===== src/rtl/sw_pkg.sv =====
// Shared constants for the slide-switch conditioning block.
package sw_pkg;
  localparam int SW_N                = 3;
  localparam int SW_DEBOUNCE_DEFAULT = 50000;
  localparam int SW_CNT_W            = 16;
  // Short debounce window used only by simulation benches.
  localparam int SW_DEBOUNCE_SIM     = 4;
endpackage


===== src/rtl/sw_debounce_ch.sv =====
// One switch channel: 2-flop synchronizer, stability counter, clean level
// and single-cycle rise/fall pulses.
module sw_debounce_ch #(
  parameter int DEBOUNCE_CYCLES = 4,
  parameter int CNT_W           = 16
) (
  input  logic clk,
  input  logic rst_n,
  input  logic raw,
  output logic db,
  output logic rise,
  output logic fall,
  output logic flip
);
  logic             s1, s2;
  logic [CNT_W-1:0] cnt;
  logic             pend;

  assign pend = (s2 != db);
  // Next-edge flip term, exported so the top can register an aligned OR.
  assign flip = pend && (cnt == CNT_W'(DEBOUNCE_CYCLES - 1));

  always_ff @(posedge clk or negedge rst_n) begin
    if (!rst_n) begin
      s1   <= 1'b0;
      s2   <= 1'b0;
      cnt  <= '0;
      db   <= 1'b0;
      rise <= 1'b0;
      fall <= 1'b0;
    end else begin
      s1   <= raw;
      s2   <= s1;
      rise <= 1'b0;
      fall <= 1'b0;
      if (!pend) begin
        cnt <= '0;
      end else if (flip) begin
        db   <= s2;
        cnt  <= '0;
        rise <= s2;
        fall <= ~s2;
      end else begin
        cnt <= cnt + CNT_W'(1);
      end
    end
  end
endmodule


===== src/rtl/sw_debounce.sv =====
// Debounces N_SW raw switches; clean levels feed the LED block, pulses feed
// sequential consumers.
module sw_debounce
  import sw_pkg::*;
#(
  parameter int N_SW            = SW_N,
  parameter int DEBOUNCE_CYCLES = SW_DEBOUNCE_DEFAULT,
  parameter int CNT_W           = SW_CNT_W
) (
  input  logic            clk,
  input  logic            rst_n,
  input  logic [N_SW-1:0] sw_raw,
  output logic [N_SW-1:0] sw_db,
  output logic [N_SW-1:0] sw_rise,
  output logic [N_SW-1:0] sw_fall,
  output logic            sw_any_change
);
  logic [N_SW-1:0] flip;

  sw_debounce_ch #(
    .DEBOUNCE_CYCLES(DEBOUNCE_CYCLES),
    .CNT_W          (CNT_W)
  ) u_ch [N_SW-1:0] (
    .clk  (clk),
    .rst_n(rst_n),
    .raw  (sw_raw),
    .db   (sw_db),
    .rise (sw_rise),
    .fall (sw_fall),
    .flip (flip)
  );

  // Registered from the same flip terms so it lines up with rise/fall.
  always_ff @(posedge clk or negedge rst_n) begin
    if (!rst_n) sw_any_change <= 1'b0;
    else        sw_any_change <= |flip;
  end
endmodule


===== config.mk =====
export PLATFORM = sky130hd
export DESIGN_NAME = sw_debounce
export DESIGN_NICKNAME = d
export VERILOG_FILES = /design/src/rtl/sw_pkg.sv /design/src/rtl/sw_debounce_ch.sv /design/src/rtl/sw_debounce.sv
export SDC_FILE = /design/constraint.sdc
export NUM_CORES = 1
export LEC_CHECK = 0
export CORE_ASPECT_RATIO = 0.5
export CORE_MARGIN = 2
export CORE_UTILIZATION = 53
export DETAILED_ROUTE_END_ITERATION = 10
export HOLD_SLACK_MARGIN = 0.05
export PLACE_DENSITY_LB_ADDON = 0.12
export SLEW_MARGIN = 30
export SYNTH_ARGS = -nofsm -noshare
export SYNTH_HDL_FRONTEND = slang
export SYNTH_SLANG_ARGS = --single-unit

===== constraint.sdc =====
create_clock -name clk -period 1.8 [get_ports clk]
set_input_delay 0.54 -clock clk [delete_from_list [all_inputs] [get_ports clk]]
set_output_delay 0.54 -clock clk [all_outputs]
set_load 0.01 [all_outputs]

# == Word-level counts from Yosys, hierarchy flattened ==
# Index checks and enable logic that the tools add are counted.
# word_totals
elab_cells,56
inputBits,5
reg_bits,64
# classes
bitwise,3
eq_ne,6
add_sub_neg,3
mux,18
n_reduce_logical,7
# ops
operator,count
16-bit two-way mux,6
16-bit by 1-bit adder with 16-bit output (second input constant),3
16-bit == test (second input constant),3
1-bit two-way mux,12
2-bit AND reduction,3
1-bit logical AND,3
1-bit inequality test,3
1-bit inverter,3
3-bit OR reduction,1

# == Longest topological paths before layout ==
# Gate-level depths: netlist (run 1).
# logic_depth
ltp_word,4
mapped_depth,6
ltp_nobuf,5

# == Hierarchy ==
# From an unflattened synthesis (run 1), not the netlist that was laid out.
# hier_totals
cells_unflattened,275
area_unflattened_um2,2929.1
# modules_own_cells
module,area_per_inst_um2,cells_per_inst,n_inst,seq_area_each_um2
sw_debounce_ch,965.9,91,3,525.5
sw_debounce,31.3,2,1,25.0

# == Least setup slack after synthesis (run 1) ==
# Ideal clock, no wire load.
# synth_path
path_type,register -> register
from,register u_ch[2].cnt[10]
to,register u_ch[2].db
arrival_ps,1798
n_path_buf,0
required_time_ps,1675
setup_slack_ps,-123
setup_ps,125
stages_incl_launch_ff,4
synth_period_minus_slack_ps,1923
cell_sequence,dfrtp_1 or4b_1 or4_4 mux2_4
# synth_via
elab_chain_len,3
# synth_rtl
item,line,source
start: declaration,sw_debounce_ch.sv:16,logic [CNT_W-1:0] cnt;
start signal: assignment,sw_debounce_ch.sv:44,cnt <= cnt + CNT_W'(1);
16-bit == test,sw_debounce_ch.sv:21,assign flip = pend && (cnt == CNT_W'(DEBOUNCE_CYCLES - 1));
1-bit logical AND,sw_debounce_ch.sv:21,
2-bit AND reduction (no source line),n/a,
end signal: assignment,sw_debounce_ch.sv:28,db <= 1'b0;
end signal: assignment,sw_debounce_ch.sv:39,db <= s2;
end: declaration,sw_debounce_ch.sv:10,"output logic db,"
# Every way passes these cells.
# A chain may end at the register's enable or synchronous reset.

# == Final worst setup path (run 1) ==
# layout_path
from,register u_ch[2].cnt[7]
to,register u_ch[2].db
# The elaborated chain is that of the path after synthesis.

==> out/summary.txt, run 1 <==
max-slew violation count: 0
maxcap violations: 0
Ports: 15
RSZ-0062 raised after global routing: yes
Critical Path End Type: register
Layout area overhead: 18.8%
drt wl/cell: 13.2 um
drt via density: 5.18
share of cells above drive strength 1: 0.155
Final Wtd Congestion: 0.838
Mapped Area: 2970 um2
Yosys top cell by area: dfrtp_1
Final setup viols: 16
Worst EP required: 2020 ps
crit path DAT: 2160 ps
Clk pin slew, worst setup/hold paths: 70 ps
die area: 6250 um2
DRC: 0
Worst-Margin Slew: 375 ps
ant diodes: 0
Hold Vio Cnt, Final: 0
yosys warns: 0
post-place setup slack: -137 ps
top-area cell type share of the netlist area: 0.540
max_slew headroom: 0.750
fmax: 516 MHz
top-count cell post-synth: dfrtp_1
CORE AREA: 5440 um2
Most used DFF post-synth: dfrtp_1
total grt overflow: 0
Core Util, Final: 0.648
EDFF count, synth: 0
register area share after synthesis: 0.540
min-delay worst type: input port to async pin
clk buf depth: 2
largest net degree at the start of global routing: 42
LEAKAGE: 1.51 nW
DRT iter0 DRCs: 117
ys async rst share: 1.00
final worst path period share: 1.08
crit path max fanout: 5
critical path class: register to register
DRT antenna net count: 0
failing checks: setup timing
Initial Utilization: 0.545
Global Route Usage Sum: 0.201
leading post-synthesis cells by cell area: dfrtp_1, xnor2_1, nor2_1
clk_skew: 9.32 ps
global-route wire length before repair: 9470 um
run status: finished, violations left
Vias: 2046
final setup margin: -138 ps
H-tree levels: 3
nets: 325
die width: 110 um
area of the multi-input gates: 1240 um2
maximum VDD drop: 0.419 mV
row cnt: 19
HPWL Detailed: 3490 um
power per cell area: 833 nW/um2
initial antenna violation count: 0
CTS hold repair buffers: 0
WL final: 5230 um
fin crit period: 1940 ps
Die Y-Extent: 56.9 um
drt first pass iters: 4
Yosys reg bits: 64
synth unique cells: 36
CTS root buffer: clkbuf_8
Mapped Nets: 290
vias in the first global route: 2081
cell count after synthesis: 282
startpoint types: register
IO Port Bufs: 14
filler instances: 447
CTS tree: yes
syn avg cell area: 10.5 um2
Reg area: 1600 um2
Worst-Skew Late Latency: 340 ps
leading cell types by count after synthesis: dfrtp_1, nor2_1, xnor2_1
CTS sink count: 64
CTS Buf Count: 9
## layout by cell type, fill, tap and decap left out, types with 3 or more instances in the layout
cell type	synthesis	layout
clkbuf_8	0	10
nor4bb_1	4	4
nand4_1	11	11
and4_1	3	3
clkdlybuf4s50_1	0	10
xnor2_1	34	34
xor2_1	10	10
nor4_1	6	6
nor3b_1	7	7
buf_4	9	23
inv_1	9	9
nor3_1	9	9
nor2_1	55	54
ha_1	3	3
clkinv_2	0	3
nand3_1	17	17
dlymetal6s2s_1	0	3
nand2_1	12	12
dfrtp_1	64	64
## flip-flops by register name, summed over array words and instances, names as in the netlist
register,cells
u_ch.s1,3
u_ch.rise,3
u_ch.cnt,48
u_ch.db,3
sw_any_change,1
u_ch.s2,3
u_ch.fall,3
## final timing paths
| kind | from | to | slack (ps) | depth (start not counted) |
|---|---|---|---|---|
| worst min-delay path | rst_n | u_ch[1].cnt[9]$_DFF_PN0_ | 110 | 1 |
| worst max-delay path | u_ch[2].cnt[7]$_DFF_PN0_ | u_ch[2].db$_DFFE_PN0P_ | -140 | 3 |
| worst min register to register | u_ch[2].s1$_DFF_PN0_ | u_ch[2].s2$_DFF_PN0_ | 350 | 0 |
| worst max register to register | u_ch[2].cnt[7]$_DFF_PN0_ | u_ch[2].db$_DFFE_PN0P_ | -140 | 3 |
| max in group asynchronous | rst_n | u_ch[2].db$_DFFE_PN0P_ | 1150 | 2 |
| min in group clk | u_ch[2].s1$_DFF_PN0_ | u_ch[2].s2$_DFF_PN0_ | 350 | 0 |
## kinds of logic (layout without fill, tap and decap cells)
family	after synthesis	count (layout)	synth area share
buffers and inverters	23	63	0.0434
multiplexers	3	3	0.0126
flip-flops	64	64	0.540
adder cells (fa/ha/maj)	3	3	0.0126
AO/OA/AOI/OAI	6	6	0.0135
AND/OR/NAND/NOR	139	139	0.248
XOR/XNOR	44	44	0.130
## worst max-delay path, cell delays in order (launching register included)
cell,delay (ps)
dfrtp_1,380
or4b_4,530
or4_4,600
mux2_4,310
## power breakdown
group          internal (mW)  switching [mW]  leakage [nW]  total [mW]
Sequential              1.46          0.0211         0.873        1.48
Clock                  0.810           0.550         0.112        1.36
Combinational         0.0364          0.0590         0.523      0.0954
Total                   2.31           0.630          1.51        2.94
## area by class of cell
class,count,share of cell area
sequential,64,0.454
multi-input combinational,195,0.353
timing repair buffer,38,0.0951
clock buffer,10,0.0390
tap,73,0.0259
clock inverter,6,0.0234
inverter,9,0.00958
## layer usage
layer	vias up	global-route usage	wire, um
met5	-	0	0
met4	0	0.0669	63
met3	8	0.0813	182
met2	26	0.324	2500
met1	988	0.249	2490
li1	1024	-	-
## stage by stage
step / setup TNS (ps) / total power, mW / cells / hold slack, ps / instance area (um2)
after floorplan: -967 / 1.55 / 282 / 244 / 2970
after global placement: -810 / 1.60 / 374 / 333 / 3250
after detailed placement: -1350 / 1.61 / 374 / 346 / 3250
after CTS: -1170 / 2.98 / 395 / 102 / 3510
after global routing: -2290 / 3.07 / 395 / 120 / 3530
final: -1210 / 2.94 / 395 / 109 / 3530
## what timing repair did
action	4_1_cts	5_1_grt
pin swaps	1	1
endpoints found under the setup margin	22	22
hold endpoints to repair	0	0
resized for setup	0	5
buffers inserted	5	0
Power figures use the tool's default switching activity.
==> run 2: changes to the inputs <==
--- a/config.mk
+++ b/config.mk
@@ -5,12 +5,12 @@
 export SDC_FILE = /design/constraint.sdc
 export NUM_CORES = 1
 export LEC_CHECK = 0
-export CORE_ASPECT_RATIO = 0.5
+export CORE_ASPECT_RATIO = 0.8
 export CORE_MARGIN = 2
 export CORE_UTILIZATION = 53
 export DETAILED_ROUTE_END_ITERATION = 10
 export HOLD_SLACK_MARGIN = 0.05
-export PLACE_DENSITY_LB_ADDON = 0.12
+export PLACE_DENSITY = 0.75
 export SLEW_MARGIN = 30
 export SYNTH_ARGS = -nofsm -noshare
 export SYNTH_HDL_FRONTEND = slang
==> out/summary.txt, run 2 (synthesized netlist as in run 1, its figures left out) <==
Top reg by flops: u_ch.cnt
CTS root buffer: clkbuf_8
fmax: 522 MHz (+1.1%)
IO Port Bufs: 14 (unchanged)
run status: finished, violations left
die area: 6220 um2 (-0.52%)
Core Util, Final: 0.634 (-0.0135)
Seq pwr share: 0.582 (+0.077)
DRT iter0 DRCs: 84 (-28%)
share of cells above drive strength 1: 0.140 (-0.0156)
fin crit period: 1920 ps (-20.6 ps)
maxcap violations: 0 (unchanged)
DRC: 0 (unchanged)
max reg flops: 48 (unchanged)
Levels on crit path: 3 (unchanged)
vias in the first global route: 2015 (-3.2%)
CORE AREA: 5440 um2 (-0.16%)
Cell Int Power: 2.00 mW (-13%)
max-slew violation count: 0 (unchanged)
H-tree levels: 3 (unchanged)
Post-Layout Cell Count: 393 (-0.51%)
placed cell count: 377 (+0.80%)
crit path max fanout: 5 (unchanged)
startpoint types: register
critical path class: register to register
crit path cell chain: or4b_1 -> or4_4 -> mux2_4
CTS Buf Count: 9 (unchanged)
final setup margin: -118 ps (+20.6 ps)
clk_skew: 9.11 ps (-0.214 ps)
largest net degree at the start of global routing: 65 (+55%)
crit path DAT: 2130 ps (-30 ps)
max incr delay on CP: 600 ps (about the same)
drt first pass iters: 4 (unchanged)
Worst-Skew Late Latency: 330 ps (about the same)
RSZ-0062 raised after global routing: yes
Hold Vio Cnt, Final: 0 (unchanged)
CTS sink count: 64 (unchanged)
drt via density: 5.19 (+0.21%)
commonest non-fill, non-tap cell in the layout: dfrtp_1
CTS tree: yes
ant diodes: 0 (unchanged)
clk buf depth: 2 (unchanged)
post-place setup slack: -98.7 ps (+38.3 ps)
nets: 322 (-0.92%)
Switching Share: 0.215 (+0.000742)
HPWL Detailed: 3460 um (-0.88%)
Critical Path End Type: register
Layout area overhead: 16.1%
Final setup viols: 16 (unchanged)
Die Y-Extent: 70.9 um (+25%)
Worst EP required: 2010 ps (about the same)
R2R depth: 3 (unchanged)
leading cell types in the layout, fill and taps excluded: dfrtp_1, nor2_1, xnor2_1, buf_4, nand3_1
Worst-Margin Slew: 340 ps (-35.1 ps)
Clk pin slew, worst setup/hold paths: 70 ps (about the same)
delay-heaviest family, CP: simple AND/OR/NAND/NOR gates
min-delay worst type: input port to async pin
final worst path period share: 1.07 (-0.0115)
Worst path slowest cell: or4_4
Ports: 15 (unchanged)
Vias: 2040 (-0.29%)
max_slew headroom: 0.772 (+0.0218)
initial antenna violation count: 0 (unchanged)
LEAKAGE: 1.45 nW (-3.8%)
Initial Utilization: 0.546 (+0.000878)
Global Route Usage Sum: 0.185 (-0.0165)
filler instances: 428 (-4.3%)
power per cell area: 740 nW/um2 (-11%)
drt wl/cell: 13.0 um (-1.8%)
total grt overflow: 0 (unchanged)
clock share of power: 0.379 (-0.084)
DRT antenna net count: 0 (unchanged)
WP buf/inv: 0 (unchanged)
failing checks: setup timing
P_sw: 549 uW (-13%)
die width: 87.7 um (-20%)
WL final: 5110 um (-2.3%)
Comb power frac: 0.038 (+0.006)
row cnt: 24 (+5)
global-route wire length before repair: 8780 um (-7.3%)
Final Wtd Congestion: 0.825 (-1.5%)
maximum VDD drop: 0.520 mV (+24%)
run 2: cell count changes in the layout (fill, tap and decap cells not counted), sizes merged:
cell / change
buf: -3
bufinv: -2
dlygate4sd2: +2
clkdlybuf4s50: -1
clkinv: -1
clkinvlp: -1
dlymetal6s2s: -1
run 2: stage by stage:
stage | total power, mW | TNS, ps | hold WS (ps) | cell area [um2]
2_1_floorplan | 1.55 | -967 | 244 | 2970
3_3_place_gp | 1.61 | -371 | 334 | 3260
3_5_place_dp | 1.61 | -794 | 336 | 3260
4_1_cts | 2.59 | -940 | 214 | 3420
5_1_grt | 2.67 | -1710 | 223 | 3450
6_report | 2.55 | -888 | 207 | 3450
run 2: path summary, 6_finish.rpt:
kind | from | to | slack (ps)
setup / recovery | u_ch[2].cnt[4]$_DFF_PN0_ | u_ch[2].db$_DFFE_PN0P_ | -120
hold / removal | rst_n | u_ch[0].cnt[8]$_DFF_PN0_ | 210
setup reg to reg | u_ch[2].cnt[4]$_DFF_PN0_ | u_ch[2].db$_DFFE_PN0P_ | -120
hold reg to reg | u_ch[0].s1$_DFF_PN0_ | u_ch[0].s2$_DFF_PN0_ | 350
max in group asynchronous | rst_n | u_ch[1].cnt[1]$_DFF_PN0_ | 1320
min in group clk | u_ch[0].s1$_DFF_PN0_ | u_ch[0].s2$_DFF_PN0_ | 350
run 2: per-layer routing:
| layer | share of wire | track usage | vias to the layer above |
|---|---|---|---|
| met5 | 0 | 0 | - |
| met4 | 0.016 | 0.0615 | 0 |
| met3 | 0.036 | 0.0793 | 13 |
| met2 | 0.47 | 0.283 | 35 |
| met1 | 0.47 | 0.238 | 978 |
| li1 | - | - | 1014 |
run 2: repair_timing:
action | in CTS | in global routing
gates resized for setup | 3 | 4
hold buffers | 0 | 0
pin swaps | 1 | 1
endpoints found under the setup margin | 21 | 49
cloned | 0 | 0
buffers inserted | 2 | 2
run 2: power by group through the flow:
stage                     clock network [mW]  logic [mW]  registers [mW]
after detailed placement                   0       0.101            1.51
after CTS                               1.00       0.101            1.48
after global placement                     0      0.0983            1.51
final                                  0.967      0.0978            1.48
after global routing                    1.07       0.113            1.49
after floorplan                            0      0.0461            1.50
run 2: area by class of cell:
type | count | area, um2 | share of cell area
Sequential cell | 64 | 1600 | 0.465
Multi-Input combinational cell | 195 | 1240 | 0.361
Timing Repair Buffer | 35 | 320 | 0.0929
Clock buffer | 10 | 138 | 0.0399
Tap cell | 78 | 97.6 | 0.0283
Inverter | 9 | 33.8 | 0.00980
Clock inverter | 2 | 10.0 | 0.00290
==> run 3: changes to the inputs <==
--- a/config.mk
+++ b/config.mk
@@ -11,6 +11,7 @@
 export DETAILED_ROUTE_END_ITERATION = 10
 export HOLD_SLACK_MARGIN = 0.05
 export PLACE_DENSITY = 0.75
+export RECOVER_POWER = 50
 export SLEW_MARGIN = 30
 export SYNTH_ARGS = -nofsm -noshare
 export SYNTH_HDL_FRONTEND = slang
==> out/summary.txt, run 3 (synthesized netlist as in run 1, its figures left out) <==
DRC: 0 (unchanged)
max_slew headroom: 0.105 (-0.667)
Top reg by flops: u_ch.cnt
min-delay worst type: register to register
Ports: 15 (unchanged)
CORE AREA: 5440 um2 (unchanged)
drt first pass iters: 4 (unchanged)
max incr delay on CP: 600 ps (about the same)
drt wl/cell: 13.0 um (about the same)
Final Total Pwr: 2.55 mW (-0.17%)
Reg-to-Reg Start: u_ch[2].cnt[4]$_DFF_PN0_
cell area after layout: 3430 um2 (-0.44%)
largest net degree at the start of global routing: 65 (unchanged)
Vias: 2041 (+0.049%)
global routing's busiest layer: met2
Global Route Usage Sum: 0.185 (unchanged)
WL final: 5110 um (about the same)
die area: 6220 um2 (unchanged)
maximum VDD drop: 0.520 mV (about the same)
RSZ-0062 raised after global routing: yes
total grt overflow: 0 (unchanged)
DRT antenna net count: 0 (unchanged)
Final setup viols: 16 (unchanged)
share of cells above drive strength 1: 0.140 (unchanged)
critical path class: register to register
crit path cell chain: or4b_1 -> or4_4 -> mux2_4
final worst path period share: 1.07 (unchanged)
worst hold slack: 346 ps (+139 ps)
die width: 87.7 um (unchanged)
fin crit period: 1920 ps (unchanged)
Layout area overhead: 15.6%
CTS Buf Count: 9 (unchanged)
startpoint types: register
LEAKAGE: 1.45 nW (-0.38%)
Hold Vio Cnt, Final: 0 (unchanged)
row cnt: 24 (unchanged)
Final Wtd Congestion: 0.825 (unchanged)
drt via density: 5.19 (about the same)
crit path max fanout: 5 (unchanged)
CTS sink count: 64 (unchanged)
vias in the first global route: 2015 (unchanged)
Setup crit end: u_ch[2].db$_DFFE_PN0P_
global-route wire length before repair: 8780 um (unchanged)
Worst R2R End: u_ch[2].db$_DFFE_PN0P_
clk_skew: 9.11 ps (unchanged)
Post-DP Area: 3260 um2 (unchanged)
IO Port Bufs: 14 (unchanged)
critical path startpoint: u_ch[2].cnt[4]$_DFF_PN0_
H-tree levels: 3 (unchanged)
CTS root buffer: clkbuf_8
initial antenna violation count: 0 (unchanged)
commonest non-fill, non-tap cell in the layout: dfrtp_1
fmax: 522 MHz (unchanged)
power per cell area: 742 nW/um2 (+0.27%)
failing checks: setup timing
DRT iter0 DRCs: 86 (+2.4%)
nets: 322 (unchanged)
Worst EP required: 2010 ps (about the same)
Initial Utilization: 0.546 (unchanged)
Worst-Margin Slew: 1340 ps (+1000 ps)
CTS tree: yes
leading cell types in the layout, fill and taps excluded: dfrtp_1, nor2_1, xnor2_1, buf_4, nand3_1
ant diodes: 0 (unchanged)
Core Util, Final: 0.631 (-0.00276)
Worst R2R Setup Slack: -120 ps (about the same)
max reg flops: 48 (unchanged)
Die Y-Extent: 70.9 um (unchanged)
final setup margin: -118 ps (unchanged)
run status: finished, violations left
maxcap violations: 0 (unchanged)
Clk pin slew, worst setup/hold paths: 60 ps (about the same)
Critical Path End Type: register
met3 Resource Use GR: 0.0793 (unchanged)
max-slew violation count: 0 (unchanged)
Worst path slowest cell: or4_4
HPWL Detailed: 3460 um (unchanged)
M1 GR Usage: 0.238 (unchanged)
crit path DAT: 2130 ps (about the same)
Worst-Skew Late Latency: 330 ps (about the same)
R2R depth: 3 (unchanged)
clk buf depth: 2 (unchanged)
GRT met2 Usage: 0.283 (unchanged)
-- run 3: changes by cell type in the layout (fill, tap and decap cells not counted) --
| cell | before | now |
|---|---|---|
| buf_12 | 2 | 1 |
| buf_2 | 1 | 2 |
-- run 3: worst min-delay path by stage --
stage / depth (start not counted) / from / to / slack [ps]
after global placement: 0 / u_ch[2].s1$_DFF_PN0_ / u_ch[2].s2$_DFF_PN0_ / 330
after detailed placement: 0 / u_ch[0].s1$_DFF_PN0_ / u_ch[0].s2$_DFF_PN0_ / 340
after CTS: 2 / rst_n / u_ch[1].cnt[10]$_DFF_PN0_ / 210
after floorplan: 0 / rst_n / sw_any_change$_DFF_PN0_ / 240
after global routing: 0 / u_ch[2].s1$_DFF_PN0_ / u_ch[2].s2$_DFF_PN0_ / 350
final: 0 / u_ch[0].s1$_DFF_PN0_ / u_ch[0].s2$_DFF_PN0_ / 350
-- run 3: stage by stage --
step | setup TNS (ps) | worst slack [ps] | cells
2_1_floorplan | -967 | -123 | 282
4_1_cts | -940 | -111 | 391
3_5_place_dp | -794 | -98.7 | 377
3_3_place_gp | -371 | -86.7 | 377
5_1_grt | -1740 | -141 | 393
6_report | -888 | -118 | 393
-- run 3: what timing repair did --
item	4_1_cts	5_1_grt
gates resized for setup	3	4
endpoints found under the setup margin	21	49
hold buffers	0	0
gates cloned	0	0
pin swaps	1	1
setup buffers	2	2
-- run 3: area by class of cell --
class,instances,area (um2)
fillers,430,2000
flip-flops and latches,64,1600
multi-input cells,195,1240
repair buffers,35,305
clock buffers,10,138
well taps,78,97.6
inverters,9,33.8
clock inverters,2,10.0
-- run 3: critical path, delay by kind of cell (launching register included) --
family | cells | cell delay (ps)
DFF | 1 | 380
muxes | 1 | 310
and+or+nand+nor | 2 | 1110
-- run 3: power by group --
group / total [mW] / switching [mW] / internal, mW / leakage (nW)
Sequential: 1.48 / 0.0225 / 1.46 / 0.871
Combinational: 0.0932 / 0.0586 / 0.0346 / 0.494
Clock: 0.967 / 0.467 / 0.500 / 0.0797
-- run 3: routing by layer --
| layer | vias up | wire [um] |
|---|---|---|
| met3 | 13 | 184 |
| met1 | 979 | 2440 |
| met5 | - | 0 |
| met4 | 0 | 81 |
| met2 | 35 | 2410 |
| li1 | 1014 | - |
